`config.mk`:
```
export PLATFORM = sky130hd
export DESIGN_NAME = fp_alu
export DESIGN_NICKNAME = d
export VERILOG_FILES = /design/src/rtl/fp_alu.sv
export SDC_FILE = /design/constraint.sdc
export NUM_CORES = 2
export LEC_CHECK = 0
export BUFFER_PORTS_ARGS = -buffer_cell sky130_fd_sc_hd__buf_2
export CORE_ASPECT_RATIO = 0.8
export CORE_MARGIN = 5
export CORE_UTILIZATION = 49
export DETAILED_ROUTE_END_ITERATION = 16
export MAX_ROUTING_LAYER = met4
export PLACE_DENSITY = 0.65
export SLEW_MARGIN = 5
export SYNTH_ARGS = -nofsm -noshare
export SYNTH_HDL_FRONTEND = slang
export SYNTH_SLANG_ARGS = --single-unit
```
`constraint.sdc`:
```
create_clock -name clk -period 2.43 [get_ports clk]
set_clock_uncertainty 0.15 [all_clocks]
set_input_delay 0.1215 -clock clk [delete_from_list [all_inputs] [get_ports clk]]
set_output_delay 0.1215 -clock clk [all_outputs]
set_load 0.05 [all_outputs]
```
`src/rtl/fp_alu.sv`:
```
// Single-precision FP ALU: add/sub/mul with round-to-nearest-even, min/max,
// neg/abs, all combinational into one registered output stage.
module fp_alu #(
    parameter int WIDTH    = 32,
    parameter int MANTISSA = 23,
    parameter int EXP_BITS = WIDTH - MANTISSA - 1
) (
    input  logic             clk,
    input  logic             rst,
    input  logic [WIDTH-1:0] A,
    input  logic [WIDTH-1:0] B,
    input  logic [2:0]       sel,
    output logic [WIDTH-1:0] result,
    output logic             overflow,
    output logic             underflow
);
    localparam int M  = MANTISSA;
    localparam int E  = EXP_BITS;
    localparam int XW = E + 3;
    localparam int AW = M + 4;

    localparam logic [2:0] OP_ADD = 3'b000;
    localparam logic [2:0] OP_SUB = 3'b001;
    localparam logic [2:0] OP_MIN = 3'b010;
    localparam logic [2:0] OP_MAX = 3'b011;
    localparam logic [2:0] OP_NEG = 3'b100;
    localparam logic [2:0] OP_MUL = 3'b101;
    localparam logic [2:0] OP_ABS = 3'b110;

    localparam logic [E-1:0]          EXP_ONES = '1;
    localparam logic signed [XW-1:0]  BIAS_X   = XW'((1 << (E - 1)) - 1);
    localparam logic signed [XW-1:0]  EMAX_X   = XW'((1 << E) - 1);
    localparam logic signed [XW-1:0]  ONE_X    = XW'(1);
    localparam logic signed [XW-1:0]  ZERO_X   = '0;
    localparam logic [WIDTH-1:0]      QNAN     = {1'b0, EXP_ONES, 1'b1, {(M-1){1'b0}}};

    // Packs {overflow, underflow, word} from an unrounded normalised significand.
    function automatic logic [WIDTH+1:0] round_pack(
        input logic                 s,
        input logic signed [XW-1:0] e,
        input logic [M:0]           m,
        input logic                 g,
        input logic                 r,
        input logic                 st
    );
        logic                 up;
        logic [M+1:0]         mr;
        logic [M:0]           mf;
        logic signed [XW-1:0] ef;
        up = g & (r | st | m[0]);
        mr = {1'b0, m} + {{(M+1){1'b0}}, up};
        if (mr[M+1]) begin
            mf = mr[M+1:1];
            ef = e + ONE_X;
        end else begin
            mf = mr[M:0];
            ef = e;
        end
        if (ef >= EMAX_X)
            round_pack = {2'b10, s, EXP_ONES, {M{1'b0}}};
        else if (ef <= ZERO_X)
            round_pack = {2'b01, s, {(WIDTH-1){1'b0}}};
        else
            round_pack = {2'b00, s, ef[E-1:0], mf[M-1:0]};
    endfunction

    function automatic logic [E-1:0] lzc(input logic [AW-1:0] v);
        lzc = E'(AW);
        for (int i = 0; i < AW; i++)
            if (v[i]) lzc = E'(AW - 1 - i);
    endfunction

    logic             s_a, s_b, s_be;
    logic [E-1:0]     e_a, e_b;
    logic [M-1:0]     f_a, f_b;
    logic             zero_a, zero_b, inf_a, inf_b, nan_a, nan_b;
    logic [WIDTH-1:0] a_fl, b_fl;
    logic [M:0]       m_a, m_b;

    assign s_a    = A[WIDTH-1];
    assign s_b    = B[WIDTH-1];
    assign e_a    = A[WIDTH-2:M];
    assign e_b    = B[WIDTH-2:M];
    assign f_a    = A[M-1:0];
    assign f_b    = B[M-1:0];
    assign zero_a = (e_a == '0);
    assign zero_b = (e_b == '0);
    assign inf_a  = (e_a == EXP_ONES) && (f_a == '0);
    assign inf_b  = (e_b == EXP_ONES) && (f_b == '0);
    assign nan_a  = (e_a == EXP_ONES) && (f_a != '0);
    assign nan_b  = (e_b == EXP_ONES) && (f_b != '0);
    assign a_fl   = zero_a ? {s_a, {(WIDTH-1){1'b0}}} : A;
    assign b_fl   = zero_b ? {s_b, {(WIDTH-1){1'b0}}} : B;
    assign m_a    = {1'b1, f_a};
    assign m_b    = {1'b1, f_b};
    assign s_be   = s_b ^ (sel == OP_SUB);

    // Multiply path
    logic [2*M+1:0]       prod;
    logic                 mul_s, mul_g, mul_r, mul_st;
    logic [M:0]           mul_m;
    logic signed [XW-1:0] mul_e;
    logic [WIDTH+1:0]     mul_out;

    always_comb begin
        mul_s  = s_a ^ s_b;
        prod   = {{(M+1){1'b0}}, m_a} * {{(M+1){1'b0}}, m_b};
        mul_e  = $signed({3'b000, e_a}) + $signed({3'b000, e_b}) - BIAS_X;
        if (prod[2*M+1]) begin
            mul_m  = prod[2*M+1:M+1];
            mul_g  = prod[M];
            mul_r  = prod[M-1];
            mul_st = |prod[M-2:0];
            mul_e  = mul_e + ONE_X;
        end else begin
            mul_m  = prod[2*M:M];
            mul_g  = prod[M-1];
            mul_r  = prod[M-2];
            mul_st = |prod[M-3:0];
        end
        if (nan_a || nan_b || (inf_a && zero_b) || (zero_a && inf_b))
            mul_out = {2'b00, QNAN};
        else if (inf_a || inf_b)
            mul_out = {2'b00, mul_s, EXP_ONES, {M{1'b0}}};
        else if (zero_a || zero_b)
            mul_out = {2'b00, mul_s, {(WIDTH-1){1'b0}}};
        else
            mul_out = round_pack(mul_s, mul_e, mul_m, mul_g, mul_r, mul_st);
    end

    // Add/subtract path; significands carry 3 extra bits for guard/round/sticky
    logic                 a_big, eff_sub, big_s;
    logic [E-1:0]         big_e, sml_e, diff, shamt, lz;
    logic [M:0]           big_m, sml_m;
    logic [2*AW-1:0]      sh_w;
    logic [AW-1:0]        aligned, big_x, norm;
    logic [AW:0]          sum;
    logic signed [XW-1:0] add_e;
    logic [WIDTH+1:0]     add_out;

    always_comb begin
        a_big   = {e_a, f_a} >= {e_b, f_b};
        eff_sub = s_a ^ s_be;
        big_s   = a_big ? s_a : s_be;
        big_e   = a_big ? e_a : e_b;
        big_m   = a_big ? m_a : m_b;
        sml_e   = a_big ? e_b : e_a;
        sml_m   = a_big ? m_b : m_a;
        diff    = big_e - sml_e;
        shamt   = (diff > E'(AW)) ? E'(AW) : diff;
        sh_w    = {sml_m, 3'b000, {AW{1'b0}}} >> shamt;
        aligned = {sh_w[2*AW-1:AW+1], sh_w[AW] | (|sh_w[AW-1:0])};
        big_x   = {big_m, 3'b000};
        sum     = eff_sub ? ({1'b0, big_x} - {1'b0, aligned})
                          : ({1'b0, big_x} + {1'b0, aligned});
        lz      = lzc(sum[AW-1:0]);
        if (sum[AW]) begin
            norm  = {sum[AW:2], sum[1] | sum[0]};
            add_e = $signed({3'b000, big_e}) + ONE_X;
        end else begin
            norm  = sum[AW-1:0] << lz;
            add_e = $signed({3'b000, big_e}) - $signed({3'b000, lz});
        end
        if (nan_a || nan_b || (inf_a && inf_b && eff_sub))
            add_out = {2'b00, QNAN};
        else if (inf_a)
            add_out = {2'b00, s_a, EXP_ONES, {M{1'b0}}};
        else if (inf_b)
            add_out = {2'b00, s_be, EXP_ONES, {M{1'b0}}};
        else if (zero_a && zero_b)
            add_out = {2'b00, s_a & s_be, {(WIDTH-1){1'b0}}};
        else if (zero_a)
            add_out = {2'b00, s_be, B[WIDTH-2:0]};
        else if (zero_b)
            add_out = {2'b00, A};
        else if (sum == '0)
            add_out = '0;
        else
            add_out = round_pack(big_s, add_e, norm[AW-1:3], norm[2], norm[1], norm[0]);
    end

    // Ordered compare on flushed operands; sign-magnitude with -0 < +0
    logic a_lt_b;
    always_comb begin
        if (a_fl[WIDTH-1] != b_fl[WIDTH-1])
            a_lt_b = a_fl[WIDTH-1];
        else if (!a_fl[WIDTH-1])
            a_lt_b = a_fl[WIDTH-2:0] < b_fl[WIDTH-2:0];
        else
            a_lt_b = a_fl[WIDTH-2:0] > b_fl[WIDTH-2:0];
    end

    logic [WIDTH-1:0] result_d, result_q;
    logic             ovf_d, ovf_q, unf_d, unf_q;

    always_comb begin
        result_d = '0;
        ovf_d    = 1'b0;
        unf_d    = 1'b0;
        case (sel)
            OP_ADD, OP_SUB: {ovf_d, unf_d, result_d} = add_out;
            OP_MUL:         {ovf_d, unf_d, result_d} = mul_out;
            OP_MIN, OP_MAX: begin
                if (nan_a && nan_b)   result_d = QNAN;
                else if (nan_a)       result_d = b_fl;
                else if (nan_b)       result_d = a_fl;
                else if (sel == OP_MIN) result_d = a_lt_b ? a_fl : b_fl;
                else                  result_d = a_lt_b ? b_fl : a_fl;
            end
            OP_NEG:  result_d = {~A[WIDTH-1], A[WIDTH-2:0]};
            OP_ABS:  result_d = {1'b0, A[WIDTH-2:0]};
            default: result_d = '0;
        endcase
    end

    always_ff @(posedge clk or posedge rst) begin
        if (rst) begin
            result_q <= '0;
            ovf_q    <= 1'b0;
            unf_q    <= 1'b0;
        end else begin
            result_q <= result_d;
            ovf_q    <= ovf_d;
            unf_q    <= unf_d;
        end
    end

    assign result    = result_q;
    assign overflow  = ovf_q;
    assign underflow = unf_q;
endmodule

```
Word-level counts from Yosys, hierarchy flattened
Cells that the tools add are included.

$add $sub $neg: 12. $mul: 1. Order comparisons: 8. Equal/unequal tests: 9. Shifts and indexed selects: 2. Mux-type cells: 82. Bitwise logic cells: 13. Reduce and logical (&&, ||, !) cells: 29.

Operator list (number): 34-bit two-way mux (12); 8-bit two-way mux (29); 32-bit two-way mux (6); 32-bit one-hot mux with 5 select lines (1); 11-bit two-way mux (14); 23-bit two-way mux (4); 33-bit two-way mux (2); 31-bit two-way mux (2); 54-bit by 8-bit right shift with 54-bit output (1); 24-bit by 1-bit adder with 25-bit output (2); 24-bit by 24-bit multiplier with 48-bit output (1); 23-bit logical NOT (2); 23-bit nonzero test (2); 31-bit greater-or-equal comparator (1); 31-bit > comparator (1); 31-bit < comparator (1); 27-bit by 27-bit adder with 28-bit output (1); 28-bit logical NOT (1); 28-bit two-way mux (1); 27-bit by 27-bit subtractor with 28-bit output (1); 27-bit two-way mux (1); 27-bit OR reduction (1); 27-bit by 8-bit left shift with 27-bit output (1); 24-bit two-way mux (1); other kinds (28) (67).

Register bits: 34. Input bits: 69. Logic and storage cells: 159.

Logic depth before layout (Yosys ltp)
Word-level depth: 62. Mapped depth: 75. Depth with buffers taken out: 65.

Worst setup path after synthesis
OpenSTA, ideal clock, no wires.

Path kind: input to register. Start point: input port B[22]. End point: register result_q[13], in the netlist result[13]. Library setup time: 0.092 ns. Arrival: 14.152 ns. Slack: -11.964 ns. Stages: 72. Path buffers: 10. Cell sequence: clkbuf_1 > clkbuf_1 > inv_1 > ha_1 > nand4_1 > or4_4 > a21o_4 > nand2_1 > clkbuf_1 > clkbuf_1 > clkbuf_1 > mux2i_1 > ha_1 > o21ai_0 > a21oi_1 > nor4_1 > a211oi_4 > a221o_1 > [... 36 more ...] > ha_1 > inv_1 > fa_1 > a21o_1 > a21oi_1 > nor2b_1 > o21ai_0 > o21ai_0 > nor2_1 > nand2_1 > nor2_1 > nand4_1 > nor4_2 > mux2_2 > a211oi_4 > nand3_2 > buf_2 > o31ai_2.

Word-level cells in the longest chain between the ends: 62.

Ends and longest elaborated chain: start: declaration (line 11) `input logic [WIDTH-1:0] B,`; 31-bit greater-or-equal comparator (line 142) `a_big = {e_a, f_a} >= {e_b, f_b};`; 8-bit two-way mux, on equally long branches (line 145, 147); 8-bit subtractor (line 149) `diff = big_e - sml_e;`; 8-bit by 5-bit > comparator with 1-bit output (line 150) `shamt = (diff > E'(AW)) ? E'(AW) : diff;`; 8-bit two-way mux (line 150); 54-bit by 8-bit right shift with 54-bit output (line 151) `sh_w = {sml_m, 3'b000, {AW{1'b0}}} >> shamt;`; 27-bit OR reduction (line 152) `aligned = {sh_w[2*AW-1:AW+1], sh_w[AW] | (|sh_w[AW-1:0])};`; 1-bit OR (line 152); [... 47 more ...]; 34-bit two-way mux (line 174) `else if (zero_b)`; 34-bit two-way mux (line 172) `else if (zero_a)`; 34-bit two-way mux (line 170) `else if (zero_a && zero_b)`; 34-bit two-way mux (line 168) `else if (inf_b)`; 34-bit two-way mux (line 166) `else if (inf_a)`; 34-bit two-way mux (line 164) `if (nan_a || nan_b || (inf_a && inf_b && eff_sub))`; 32-bit one-hot mux with 5 select lines (*) (line 200) `case (sel)`; net result_d[13] (line 193) `logic [WIDTH-1:0] result_d, result_q;`; end signal: assignment (line 222) `result_q <= result_d;`; end: declaration (line 193).

The timed path passes the listed nets; every way through them passes the cells marked *. The select of a mux whose other input is x is not followed.

Final worst setup path
Start point: input port B[14]. End point: register result_q[13], in the netlist result[13].

The elaborated chain is that of the path after synthesis.

==> flow_metrics.env <==
export IMPL_outcome="finished with violations"
export IMPL_violations="setup timing"
export IMPL_die_w_um=311
export IMPL_route_met2_wl_um=64400
export IMPL_cts_buffer_depth=2
export IMPL_cts_buffers=5
export IMPL_final_cell_mix="1248 x buf_4, 680 x inv_1, 572 x nand2_1"
export IMPL_grt_setup_unrepaired="true"
export IMPL_syn_area_sq_um=35500
export IMPL_grt_max_degree=62
export IMPL_grt_total_usage_pct=40.1
export IMPL_drt_iter0_drc=4214
export IMPL_die_h_um=251
export IMPL_io_buffers=102
export IMPL_slew_viol_final=0
export IMPL_h_tree_depth=2
export IMPL_multi_input_area_sq_um=32200
export IMPL_final_area_sq_um=47500
export IMPL_clock_fmax_mhz=82.9
export IMPL_ys_warn_count=0
export IMPL_grt_pass1_vias=39500
export IMPL_antenna_left=0
export IMPL_design_core_area_sq_um=72000
export IMPL_wl_met3_um=20100
export IMPL_row_count=88
export IMPL_ys_flop_type="dfrtp_1"
export IMPL_synthDistinctLibCells=123
export IMPL_fin_crit_ns=12.07
export IMPL_die_area_sq_um=78000
export IMPL_hold_path_class="in2reg"
export IMPL_area_delta_synth_final_pct=33.7
export IMPL_vias=39700
export IMPL_critical_path_max_stage_delay_ns=0.61
export IMPL_dp_slack_ns=-10.18
export IMPL_fillCellCount=6337
export IMPL_fin_crit_sh_pct=497
export IMPL_critPathLaunchType="primary input"
export IMPL_gr_total_overflow=0
export IMPL_cts_root_buffer="clkbuf_16"
export IMPL_routed_top_layer="met4"
export IMPL_drc=0
export IMPL_drive_gt1_share_pct=29.1
export IMPL_syn_num_nets=5551
export IMPL_wirelength_um=155000
export IMPL_yosys_register_bits=34
export IMPL_wl_met1_um=64900
export IMPL_cts_tree="done"
export IMPL_synth_edf_count=0
export IMPL_seq_area_frac_synth_pct=2.40
export IMPL_drtPass1Iterations=9
export IMPL_postSynth_asyncResetShare_pct=100
export IMPL_end_kind="flip-flop"
export IMPL_dp_cells=6686
export IMPL_worst_slack_ns=-9.64
export IMPL_gp_congestion=1.10
export IMPL_grt_first_pass_wirelength_um=237000
export IMPL_postSynthCellCount=4662
export IMPL_placed_area_sq_um=45800
export IMPL_critPathSlowestCell="or4_4"
export IMPL_boundaryPins=103
export IMPL_wl_per_cell_um=23.0
export IMPL_cp_data_required_time_ns=2.49
export IMPL_dp_hpwl_um=125000
export IMPL_critPathMaxFanout=6
export IMPL_final_cell_count_no_fill=6744
export IMPL_regArea_sq_um=851
export IMPL_finalSetupViolCount=34
export IMPL_initial_utilization_pct=49.3
export IMPL_relSlewSlack_pct=37.5
export IMPL_hold_viol_final=0
export IMPL_post_route_util_pct=65.9
export IMPL_clkTransAtPathRegs_ns=0.06
export IMPL_worstMarginPinSlew_ns=0.925
export IMPL_final_common_cell="buf_4"
export IMPL_arrival_ns=12.12
export IMPL_drt_vias_per_instance=5.89
export IMPL_final_nets=6684
export IMPL_path_class="in2reg"
export IMPL_syn_avg_cell_area_sq_um=7.62
export IMPL_cap_violations=0
export IMPL_antenna_found_initial=3
export IMPL_clock_sinks=34
[cell usage after synthesis, types with 45 or more instances]
cell / number / area (sq um)
nor2_1: 308 / 1160
o211ai_1: 45 / 338
a21oi_1: 224 / 1120
and2_1: 229 / 1430
nand2_1: 581 / 2180
ha_1: 335 / 4190
clkbuf_1: 216 / 811
nor4_1: 47 / 294
nand4_1: 48 / 300
mux2i_1: 86 / 861
nor3_1: 95 / 475
inv_1: 702 / 2640
a21o_1: 54 / 405
fa_1: 485 / 9710
nand3_1: 80 / 400
xnor2_1: 97 / 850
o21ai_0: 191 / 956
[final timing paths]
| path | from | endpoint | depth (start not counted) |
|---|---|---|---|
| worst max-delay path | B[14] | result[13] | 66 |
| worst min-delay path | B[30] | result[30] | 4 |
| max in group asynchronous | rst | result[13] | 4 |
| min in group asynchronous | rst | overflow | 4 |
[routing by layer]
layer	GRT usage (%)	vias to the layer above
met2	57.9	2205
met1	54.9	19200
met4	11.4	0
met5	-	-
met3	11.8	382
li1	-	17900
[worst max-delay path: cells and delay by family]
family / cells / cell delay [ns]
mux: 4 / 0.83
simple gates: 14 / 3.23
xor+xnor: 2 / 0.28
compound gates: 28 / 4.62
buf+inv: 14 / 1.94
fa+ha+maj: 4 / 1.07
[layout make-up]
class / count / area share, %
multi-input combinational: 3664 / 67.7
timing repair buffer: 1383 / 22.0
inverter: 707 / 5.64
tap: 945 / 2.49
sequential: 34 / 1.79
clock buffer: 6 / 0.292
clock inverter: 2 / 0.0264
antenna: 3 / 0.0158
[per-stage QoR]
step / setup TNS [ns] / hold slack (ns)
2_1_floorplan: -339.68 / 0.110
3_3_place_gp: -335.64 / 0.101
3_5_place_dp: -340.70 / 0.113
4_1_cts: -317.46 / 0.110
5_1_grt: -338.52 / 0.154
6_report: -323.56 / 0.139
[kinds of logic (layout without fill, tap and decap cells)]
logic type	Yosys count	count (layout)	share of synthesized area (%)
flip-flops	34	34	2.40
multiplexers	116	116	3.41
AND/OR/NAND/NOR	1601	1601	21.9
buffers and inverters	964	2098	10.5
XOR/XNOR	143	143	3.57
other	0	3	0
adder cells (fa/ha/maj)	820	820	39.1
AO/OA/AOI/OAI	984	984	19.1
[what timing repair did]
item | CTS | global route
pin swaps | 97 | 63
setup buffers | 32 | 17
hold buffers | 1 | 0
cloned | 0 | 0
hold endpoints to repair | 34 | 0
setup endpoints to repair | 34 | 34
gates resized for setup | 155 | 80
[state kept, by name (all words and copies together) (netlist names)]
name	flops
underflow	1
result	32
overflow	1
Power is left out: the tool's default activity adds up to more than one toggle a clock period on the data nets, which glitch-free logic cannot reach.
